### src/rtl/alarm_siren_ctrl.sv
`default_nettype none
// ============================================================================
// Module   : alarm_siren_ctrl
// Purpose  : Output stage that follows the combinational alarm decision
//            logic. The raw ALARM level is qualified by an entry delay. Once
//            qualified, the block latches a trip and drives the siren for a
//            bounded time, with a strobe lamp. It then rests in a silent
//            tripped state until the user disarms. A panic request skips the
//            entry delay.
//
// Ports    : CLK       in   system clock, rising edge
//            RESET_N   in   asynchronous active-low reset
//            ALARM_IN  in   alarm level from upstream (synchronous)
//            PANIC_IN  in   panic request, skips the entry delay
//            DISARM    in   user disarm level, highest priority
//            SIREN     out  siren drive
//            STROBE    out  blinking lamp drive
//            TRIPPED   out  latched "alarm has occurred" flag
//            STATE     out  IDLE=0, PENDING=1, SOUNDING=2, SILENT=3
//
// Revision : 1.0  initial release
// ============================================================================
module alarm_siren_ctrl #(
  parameter int ENTRY_DELAY = 4,
  parameter int SIREN_TIME  = 8,
  parameter int STROBE_BIT  = 1,
  parameter int CNT_W       = 16
) (
  input  logic       CLK,
  input  logic       RESET_N,
  input  logic       ALARM_IN,
  input  logic       PANIC_IN,
  input  logic       DISARM,
  output logic       SIREN,
  output logic       STROBE,
  output logic       TRIPPED,
  output logic [1:0] STATE
);

  typedef enum logic [1:0] {
    ST_IDLE     = 2'd0,
    ST_PENDING  = 2'd1,
    ST_SOUNDING = 2'd2,
    ST_SILENT   = 2'd3
  } state_t;

  // Terminal counts, compared before the increment so that the counter
  // never reaches ENTRY_DELAY or SIREN_TIME themselves.
  localparam logic [CNT_W-1:0] c_entry_last = CNT_W'(ENTRY_DELAY - 1);
  localparam logic [CNT_W-1:0] c_siren_last = CNT_W'(SIREN_TIME - 1);
  localparam logic [CNT_W-1:0] c_cnt_zero   = '0;
  localparam logic [CNT_W-1:0] c_cnt_one    = CNT_W'(1);

  state_t           r_state;
  state_t           w_state_nxt;
  logic [CNT_W-1:0] r_cnt;
  logic [CNT_W-1:0] w_cnt_nxt;
  logic             r_tripped;
  logic             w_tripped_nxt;

  // --------------------------------------------------------------------------
  // State register
  // --------------------------------------------------------------------------
  always_ff @(posedge CLK or negedge RESET_N) begin
    if (!RESET_N) begin
      r_state   <= ST_IDLE;
      r_cnt     <= '0;
      r_tripped <= 1'b0;
    end else begin
      r_state   <= w_state_nxt;
      r_cnt     <= w_cnt_nxt;
      r_tripped <= w_tripped_nxt;
    end
  end

  // --------------------------------------------------------------------------
  // Next-state logic
  // --------------------------------------------------------------------------
  always_comb begin
    w_state_nxt   = r_state;
    w_cnt_nxt     = r_cnt;
    w_tripped_nxt = r_tripped;

    if (DISARM) begin
      // Disarm wins over everything, including a simultaneous panic.
      w_state_nxt   = ST_IDLE;
      w_cnt_nxt     = c_cnt_zero;
      w_tripped_nxt = 1'b0;
    end else begin
      unique case (r_state)
        ST_IDLE: begin
          if (PANIC_IN) begin
            w_state_nxt = ST_SOUNDING;
            w_cnt_nxt   = c_cnt_zero;
          end else if (ALARM_IN) begin
            // The first qualifying edge already counts as one.
            w_state_nxt = ST_PENDING;
            w_cnt_nxt   = c_cnt_one;
          end
        end

        ST_PENDING: begin
          if (PANIC_IN) begin
            w_state_nxt = ST_SOUNDING;
            w_cnt_nxt   = c_cnt_zero;
          end else if (!ALARM_IN) begin
            // Any gap restarts qualification from scratch.
            w_state_nxt = ST_IDLE;
            w_cnt_nxt   = c_cnt_zero;
          end else if (r_cnt == c_entry_last) begin
            w_state_nxt = ST_SOUNDING;
            w_cnt_nxt   = c_cnt_zero;
          end else begin
            w_cnt_nxt = r_cnt + c_cnt_one;
          end
        end

        ST_SOUNDING: begin
          // Inputs are ignored here so that an episode cannot be stretched.
          if (r_cnt == c_siren_last) begin
            w_state_nxt = ST_SILENT;
            w_cnt_nxt   = c_cnt_zero;
          end else begin
            w_cnt_nxt = r_cnt + c_cnt_one;
          end
        end

        ST_SILENT: begin
          w_cnt_nxt = c_cnt_zero;
          if (ALARM_IN || PANIC_IN) begin
            w_state_nxt = ST_SOUNDING;
          end
        end

        default: begin
          w_state_nxt = ST_IDLE;
          w_cnt_nxt   = c_cnt_zero;
        end
      endcase

      // The trip is latched on whichever edge enters SOUNDING.
      if (w_state_nxt == ST_SOUNDING) begin
        w_tripped_nxt = 1'b1;
      end
    end
  end

  // --------------------------------------------------------------------------
  // Moore outputs, decoded from registered state only
  // --------------------------------------------------------------------------
  assign SIREN   = (r_state == ST_SOUNDING);
  assign STROBE  = SIREN & r_cnt[STROBE_BIT];
  assign TRIPPED = r_tripped;
  assign STATE   = r_state;

endmodule
`default_nettype wire

### config.mk
export PLATFORM = sky130hd
export DESIGN_NAME = alarm_siren_ctrl
export DESIGN_NICKNAME = d
export VERILOG_FILES = /design/src/rtl/alarm_siren_ctrl.sv
export SDC_FILE = /design/constraint.sdc
export NUM_CORES = 1
export LEC_CHECK = 0
export CAP_MARGIN = 20
export CELL_PAD_IN_SITES_DETAIL_PLACEMENT = 2
export CELL_PAD_IN_SITES_GLOBAL_PLACEMENT = 2
export CORE_MARGIN = 2
export CORE_UTILIZATION = 35
export DETAILED_ROUTE_END_ITERATION = 8
export PLACE_DENSITY_LB_ADDON = 0.05
export SLEW_MARGIN = 30
export SYNTH_ARGS = -nofsm -noshare
export SYNTH_HDL_FRONTEND = slang
export SYNTH_SLANG_ARGS = --single-unit
### constraint.sdc
create_clock -name CLK -period 2.1 [get_ports CLK]
set_input_delay 0.525 -clock CLK [delete_from_list [all_inputs] [get_ports CLK]]
set_output_delay 0.525 -clock CLK [all_outputs]
set_load 0.005 [all_outputs]
==> metrics, run 1 <==
nets@finish 191; status finished, violations left; cells after synthesis 132; Seq cells post-synth 19; drt via density 5.92; r2r worst-path depth 8; initial core utilization 0.360; Worst-Margin Slew 0.409 ns; top cell types by occurrence after synthesis 19 x dfrtp_1, 13 x nand2_1, 13 x nor2_1; mean post-synth cell area 8.95 µm²; Longest Clk Path Bufs 2; EDFF count, synth 0; dpl hpwl 3.39 mm; max cap viols 0; met3 wire length 192 µm; Seq/Total Area, Yosys 0.403; DR top layer met4; Layout area overhead 50.4%; Synth Flop Type dfrtp_1; Critical Path RT 2.33 ns; Max Transition Viols Final 0; ANT nets after route 0; largest net degree at the start of global routing 20; synth unique cells 38; TritonCTS buffer count 3; crit path from r_cnt[8]; Initial DRT Pass Iterations 4; ANT cells 0; final worst slack -0.0113 ns; CP startpoint kind flip-flop; Reg2Reg Setup Slack -0.01 ns; leak pwr 0.734 nW; routed len/inst 25.9 µm; Relative slew margins 0.724; detailed-route wire length 5.97 mm; Post-Place Cells 218; Yosys top cell by area dfrtp_1; Routed met2 length 3.15 mm; crit path DAT 2.34 ns; initial antenna violation count 0; Yosys warning count 0; met1 WL 2.49 mm; Worst Hold Class input port to asynchronous set/reset pin; failing checks setup timing; I/O Pins 10; CP endpoint kind flip-flop; htree depth 1; Syn Std Cell Area 1180 µm²; die width 62.1 µm; syn_nets 138; shortest period the worst path allows 2.11 ns; gr usage total 0.300; Tcrit/Tclk final 1.01; setup violators final 1; drt drc 0; vias in the first global route 1455; CTS root buf clkbuf_4; post-synth top area share 0.403; first-pass GRT wire length 7.89 mm; worst skew pair latency 0.33 ns; Worst-path clk slew 0.15 ns; FF-to-FF Start r_cnt[8]; full die area 3860 µm²; port bufs 9; Site Rows 21; grt ovf 0; r2r endpoint r_cnt[4]; layout cells sized above 1 0.413; die height 62.1 µm; Critical Path Fanout Max 5; maximum VDD drop 0.258 mV; total number of vias 1361; CTS tree built; top-count cell post-synth dfrtp_1; Pwr per Cell Area 443 nW/µm²; worst setup path class flip-flop to flip-flop; Post-synth ARST share 1.00; total core area 3280 µm²; Max Freq 0.474 GHz; Synth area leaders dfrtp_1 40%, a2bb2oi_1 4.4%, nand3_1 4.2%; Final Power 0.787 mW; final cell count without fillers 230; final hold violation count 0; Initial DRC Count 77; RePlAce Congestion 0.751; clk_skew 0.00760 ns; # clock sinks 19; CTS Hold Bufs 0
==> final cells by class <==
class	instances	area, µm²
multi-input combinational	103	763
clock inverter	1	5.00
timing repair buffer	54	437
inverter	4	15.0
fill	337	1510
sequential	19	477
tap	46	57.6
clock buffer	3	22.5
==> layer usage <==
| layer | GRT usage | vias to the layer above |
|---|---|---|
| met5 | 0 | - |
| met4 | 0.146 | 0 |
| met3 | 0.0311 | 12 |
| met2 | 0.549 | 39 |
| met1 | 0.342 | 710 |
| li1 | - | 600 |
==> power by group <==
group	internal (mW)	total [mW]	switching, mW
Sequential	0.374	0.381	0.00721
Combinational	0.0870	0.176	0.0885
Clock	0.0717	0.230	0.158
Total	0.533	0.787	0.254
==> sequential cells by signal, indices dropped and copies added, names as in the netlist <==
| register | cells |
|---|---|
| TRIPPED | 1 |
| STATE | 2 |
| r_cnt | 16 |
==> timing repair <==
action                     in CTS  in global routing
pin swaps                       3                  7
gates resized for setup        13                 13
buffers inserted                7                  3
setup endpoints to repair      14                 12
==> cell families (layout without fill, tap and decap cells) <==
group / after synthesis / in the layout / share of synthesized area
DFF: 19 / 19 / 0.403
adders and majority gates: 1 / 1 / 0.0106
xor gates and xnor gates: 3 / 3 / 0.0222
muxes: 1 / 1 / 0.00847
AOI/OAI and AO/OA: 33 / 33 / 0.212
and+or+nand+nor: 65 / 65 / 0.304
buffers and inverters: 10 / 62 / 0.0402
==> worst max-delay path, stage by stage, from the launching register on <==
cell       delay (ns)
dfrtp_1          0.44
nor4_2           0.39
nand4_1          0.24
a21oi_2          0.29
buf_6            0.17
buf_4            0.12
buf_4            0.11
a2bb2oi_2        0.17
o31ai_2          0.09
==> stage by stage <==
stage	setup TNS, ns	setup slack (ns)	hold slack, ns	instance area (µm²)	util
floorplan	0	0.229	0.229	1180	-
global placement	-3.31	-0.256	0.500	1570	0.479
detailed placement	-4.65	-0.373	0.521	1570	0.479
CTS	-0.0354	-0.0213	0.549	1710	0.520
global route	-0.0819	-0.0338	0.544	1780	0.541
finish	-0.0113	-0.0113	0.514	1780	0.541
==> worst max path at each step <==
stage                      to  slack (ns)  cells past startpoint
CTS                 r_cnt[15]       -0.02                      8
global route         r_cnt[4]       -0.03                      9
finish               r_cnt[4]       -0.01                      8
global placement    r_cnt[10]       -0.26                      7
detailed placement  r_cnt[10]       -0.37                      7
floorplan            r_cnt[8]        0.23                      7
==> cell usage in the layout (no fill, tap or decap), types with 3 or more instances in the layout <==
cell | Yosys | final
o31ai_2 | 0 | 3
clkbuf_4 | 0 | 3
nor3_2 | 0 | 3
nand2_1 | 13 | 13
nand3_1 | 10 | 10
nor2_1 | 13 | 12
buf_4 | 0 | 44
nor3_1 | 7 | 4
a2bb2oi_1 | 6 | 3
xnor2_1 | 3 | 3
dfrtp_1 | 19 | 18
clkdlybuf4s50_1 | 0 | 7
o21ai_0 | 5 | 4
nand4_1 | 5 | 5
a2bb2oi_2 | 0 | 3
a21oi_1 | 3 | 3
No activity file was read; power rests on OpenSTA's default activity.
==> inputs of run 2 (changes only) <==
--- a/config.mk
+++ b/config.mk
@@ -5,6 +5,7 @@
 export SDC_FILE = /design/constraint.sdc
 export NUM_CORES = 1
 export LEC_CHECK = 0
+export ABC_CLOCK_PERIOD_IN_PS = 2100
 export CAP_MARGIN = 20
 export CELL_PAD_IN_SITES_DETAIL_PLACEMENT = 2
 export CELL_PAD_IN_SITES_GLOBAL_PLACEMENT = 2
==> results of run 2 <==
Same layout as run 1: the final DEF is identical, and so are final timing and power.
